--- src/rtl/instr_fetch.sv ---
// instr_fetch: RV32I fetch stage. Owns the PC, issues imem word reads, buffers
// in-order responses and hands {inst, inst_pc} to decode; redirects squash.
// Ports: clk, rst_n; imem_req_{valid,ready,addr}; imem_resp_{valid,data};
//        redirect_{valid,pc}; inst_{valid,ready}, inst, inst_pc.
module instr_fetch #(
  parameter int unsigned DEPTH    = 4,
  parameter logic [31:0] RESET_PC = 32'h0000_0000
) (
  input  logic        clk,
  input  logic        rst_n,
  output logic        imem_req_valid,
  input  logic        imem_req_ready,
  output logic [31:0] imem_req_addr,
  input  logic        imem_resp_valid,
  input  logic [31:0] imem_resp_data,
  input  logic        redirect_valid,
  input  logic [31:0] redirect_pc,
  output logic        inst_valid,
  input  logic        inst_ready,
  output logic [31:0] inst,
  output logic [31:0] inst_pc
);

  localparam int unsigned PW = $clog2(DEPTH);
  localparam int unsigned CW = PW + 1;
  localparam logic [CW:0] FULL = DEPTH[CW:0];

  logic [31:0]      pc;
  logic [31:0]      buf_pc   [DEPTH];
  logic [31:0]      buf_data [DEPTH];
  logic [DEPTH-1:0] filled;
  logic [PW-1:0]    head;
  logic [PW-1:0]    tail;
  logic [PW-1:0]    fill;
  logic [CW-1:0]    count;
  logic [CW-1:0]    pend;
  logic [CW-1:0]    drop_cnt;
  logic [CW-1:0]    inflight;
  logic [CW:0]      used;
  logic             accept;
  logic             pop;
  logic             resp_drop;
  logic             resp_fill;

  // Credits cover both live entries and responses still owed to
  // squashed streams, so a stale response never lands on a live slot.
  assign used           = {1'b0, count} + {1'b0, drop_cnt};
  assign imem_req_valid = !redirect_valid && (used < FULL);
  assign imem_req_addr  = pc;
  assign accept         = imem_req_valid && imem_req_ready;

  assign inst_valid = filled[head] && !redirect_valid;
  assign inst       = buf_data[head];
  assign inst_pc    = buf_pc[head];
  assign pop        = inst_valid && inst_ready;

  // A response with nothing outstanding matches neither case: ignored.
  assign resp_drop = imem_resp_valid && (drop_cnt != '0);
  assign resp_fill = imem_resp_valid && (drop_cnt == '0)
                  && (pend != '0);
  assign inflight  = drop_cnt + pend;

  always_ff @(posedge clk or negedge rst_n) begin
    if (!rst_n) begin
      pc       <= RESET_PC;
      head     <= '0;
      tail     <= '0;
      fill     <= '0;
      count    <= '0;
      pend     <= '0;
      drop_cnt <= '0;
      filled   <= '0;
      for (int i = 0; i < int'(DEPTH); i++) begin
        buf_pc[i]   <= '0;
        buf_data[i] <= '0;
      end
    end else if (redirect_valid) begin
      pc     <= {redirect_pc[31:2], 2'b00};
      head   <= '0;
      tail   <= '0;
      fill   <= '0;
      count  <= '0;
      pend   <= '0;
      filled <= '0;
      // A response in this cycle retires one owed slot.
      if (imem_resp_valid && (inflight != '0))
        drop_cnt <= inflight - CW'(1);
      else
        drop_cnt <= inflight;
    end else begin
      if (accept) begin
        buf_pc[tail] <= pc;
        tail         <= tail + PW'(1);
        pc           <= pc + 32'd4;
      end
      if (resp_fill) begin
        buf_data[fill] <= imem_resp_data;
        filled[fill]   <= 1'b1;
        fill           <= fill + PW'(1);
      end
      if (resp_drop)
        drop_cnt <= drop_cnt - CW'(1);
      if (pop) begin
        filled[head] <= 1'b0;
        head         <= head + PW'(1);
      end
      count <= count + CW'(accept) - CW'(pop);
      pend  <= pend + CW'(accept) - CW'(resp_fill);
    end
  end

endmodule

--- config.mk ---
export PLATFORM = sky130hd
export DESIGN_NAME = instr_fetch
export DESIGN_NICKNAME = d
export VERILOG_FILES = /design/src/rtl/instr_fetch.sv
export SDC_FILE = /design/constraint.sdc
export NUM_CORES = 1
export LEC_CHECK = 0
export CAP_MARGIN = 20
export CORE_AREA = 2 2 189 191
export DETAILED_ROUTE_END_ITERATION = 16
export DIE_AREA = 0 0 191 193
export DONT_BUFFER_PORTS = 1
export SYNTH_ARGS = -nofsm -noshare
export SYNTH_HDL_FRONTEND = slang
export SYNTH_SLANG_ARGS = --single-unit
export TNS_END_PERCENT = 1
--- constraint.sdc ---
create_clock -name clk -period 3.02 [get_ports clk]
set_input_delay 0.302 -clock clk [delete_from_list [all_inputs] [get_ports clk]]
set_output_delay 0.302 -clock clk [all_outputs]
set_load 0.1 [all_outputs]
==> metrics <==
Yosys warnings=0; fraction of registers with async set or reset after synthesis=100.0%; Max Clk Rate=around 360 MHz; crit path max fanout=7; EDFF count, synth=0; hold_ws=-527.2 ps; Fin. Hold Viols=297; Root Buffer=clkbuf_16; peak supply drop=approximately 0.62 mV; RSZ-0062 raised after global routing=no; die area=~37000 um^2; worst slew pin tran=762.3 ps; clk_lat worst skew=about 530 ps; Max stage delay on crit path=roughly 430 ps; status=finished with violations; leakage=~7.5 nW; IO Pins=around 170; Layout Skew=around 17 ps; Rows=69; Critical-path top delay cell=dfrtp_1; drt total wl=about 31000 um; Min Clock Period, post-route=2795 ps; 1st-iter DRT viols=between 300 and 400; vias per cell=between 5 and 6; Area Overhead vs Synth=18.57%; Core Area=approximately 35000 um^2; Post-Syn Area per Cell=approximately 14 um^2; largest net degree at the start of global routing=between 200 and 300; global-route wire length before repair=about 50000 um; TritonCTS Sinks=between 200 and 300; H-tree depth=2; crit-path leading delay family=adder cells; Top cell by count, worst path=ha_1; GP Congestion=around 0.73; CP arrival=approximately 3200 ps; Ant. Diodes=0; DR DRC count=0; CP startpoint kind=flop; #FFs+latches synth=297; Worst Setup EP=pend[2]; max_slew headroom=49.18%; Num CTS Buffers=35; r2r endpoint=pend[2]; clock-pin slew on the worst setup and hold paths=60 ps; Die Width=around 190 um; CTS max path bufs=3; Stages on worst setup path=11; remaining antenna violation count=0; number of global-route vias before repair=8651; dominant synthesized flop cell=dfrtp_1; failing checks=negative hold slack; fraction of the yosys area taken by sequential cells=a little over half; CTS tree=done; Hold WC Path Type=in -> async; Place WS=184.0 ps; Crit. End Element=flop; initial antenna violation count=0; CP Class=reg -> reg; Data required, critical path=roughly 3400 ps; vias=~8100; Final WS setup=around 220 ps; number of port buffers=0; fin. max-slew vios=0; total track usage=~18%; Post-CTS Setup Inserts=0; synth unique cells=47; count of final setup violators=0; PwrDens=955.6 nW/um^2; Die Y-Extent=about 190 um; Initial Util=roughly two fifths; DR pass1 iterations=6; crit path from=drop_cnt[2]; worst-path cell chain=ha_1, nor3_1, and4_2, inv_2, ha_1, inv_1, ha_1, inv_1, fa_1, xnor2_1, nor2_1; period utilization=~90%; Mapped Cells=between 900 and 1000; R2R setup slack=between 200 and 250 ps; total of max-cap violations=0; share of layout cells above drive strength 1=38.75%; synthesized area=~14000 um^2; Congestion Overflow GR=0; hold_buf cts=64; RR Startpoint=drop_cnt[2]; post-DR wirelength/cell=between 20 and 25 um; post-DP HPWL=18810 um; nets@finish=1143; worst-case reg-to-reg path depth=11; setup total negative slack=0 ps; Buf+Inv Stages, Crit Path=3
[per-stage QoR]
| stage | instances | area (um^2) | hold WS [ps] | utilization (%) | power (mW) |
|---|---|---|---|---|---|
| floorplan | 967 | 13780 | 6.409 | - | 10.33 |
| global placement | 1406 | 14390 | 12.21 | 41.14 | 10.84 |
| detailed placement | 1406 | 14390 | 15.23 | 41.14 | 10.95 |
| CTS | 1532 | 16320 | -558.3 | 46.68 | 15.78 |
| global route | 1532 | 16320 | -556.1 | 46.68 | 16.24 |
| finish | 1532 | 16320 | -527.2 | 46.68 | 15.60 |
[final cells by class]
class | count | area [um^2]
Multi-Input combinational cell | 576 | 5883
Tap cell | 461 | 576.8
Clock buffer | 55 | 1094
Inverter | 21 | 78.83
Sequential cell | 297 | 7440
Clock inverter | 7 | 185.2
Fill cell | 3060 | 18640
Timing Repair Buffer | 115 | 1066
[timing repair]
item | CTS | global route
endpoints found under the hold margin | 470 | 297
resized for setup | 0 | 1
endpoints found under the setup margin | 0 | 2
[cell families (layout without fill, tap and decap cells)]
group,after synthesis,in the layout,share of synthesized area (%)
buffers and inverters,94,198,3.399
AOI/OAI and AO/OA,69,69,2.772
muxes,299,299,29.59
DFF,297,297,53.99
xor gates and xnor gates,34,34,2.163
adders and majority gates,27,27,2.617
and+or+nand+nor,143,143,5.444
other,1,4,0.02724
[registers in the layout, summed over array words and instances (netlist names)]
signal	flops
buf_data	128
head	2
filled	4
imem_req_addr	30
count	3
fill	2
buf_pc	120
pend	3
tail	2
drop_cnt	3
[Yosys cell counts (5+ instances only)]
cell type / n / share of area [%]
xor2_1: 12 / 0.76
nor3_1: 10 / 0.36
a21oi_1: 11 / 0.40
buf_2: 27 / 0.98
o21ai_0: 43 / 1.6
nor2_1: 12 / 0.33
xnor2_1: 22 / 1.4
ha_1: 24 / 2.2
mux2_2: 231 / 19
and3_1: 9 / 0.41
buf_4: 17 / 0.93
clkbuf_1: 21 / 0.57
nor4_1: 9 / 0.41
dfrtp_1: 297 / 54
inv_1: 20 / 0.55
mux4_2: 63 / 10
nand3_1: 13 / 0.47
and4_1: 5 / 0.32
nand2_1: 65 / 1.8
[layout by cell type (no fill, tap or decap), types with 8 or more instances in the layout]
cell type,instances
buf_4,49
nor3_1,10
mux4_2,63
xnor2_1,22
inv_1,20
nor4_1,9
nor2_1,12
clkbuf_8,10
ha_1,24
mux2_2,231
dfrtp_1,295
clkbuf_16,37
xor2_1,12
dlygate4sd3_1,63
nand2_1,65
nand3_1,13
a21oi_1,11
clkbuf_1,8
o21ai_0,43
[how the worst min path moves through the flow]
stage | startpoint | end | slack, ps | depth (start not counted)
after floorplan | rst_n | buf_data[0] | 6 | 0
after global placement | rst_n | buf_data[77] | 10 | 0
after detailed placement | rst_n | buf_data[111] | 20 | 0
after CTS | rst_n | buf_data[52] | -560 | 0
after global routing | rst_n | buf_data[77] | -560 | 0
final | rst_n | buf_data[30] | -530 | 0
[routing by layer]
layer	vias up	part of all wire (%)	global-route usage, %
met5	-	0	0
met4	0	2.0	5.367
met3	49	6.7	4.995
met2	183	47	28.65
met1	4174	44	22.66
li1	3644	-	-
[report_power, final]
group	leakage, nW	internal (mW)	switching, mW
registers	3.98	4.80	0.421
logic	2.86	1.40	4.34
clock network	0.626	2.99	1.65
No activity file was read; power rests on OpenSTA's default activity.
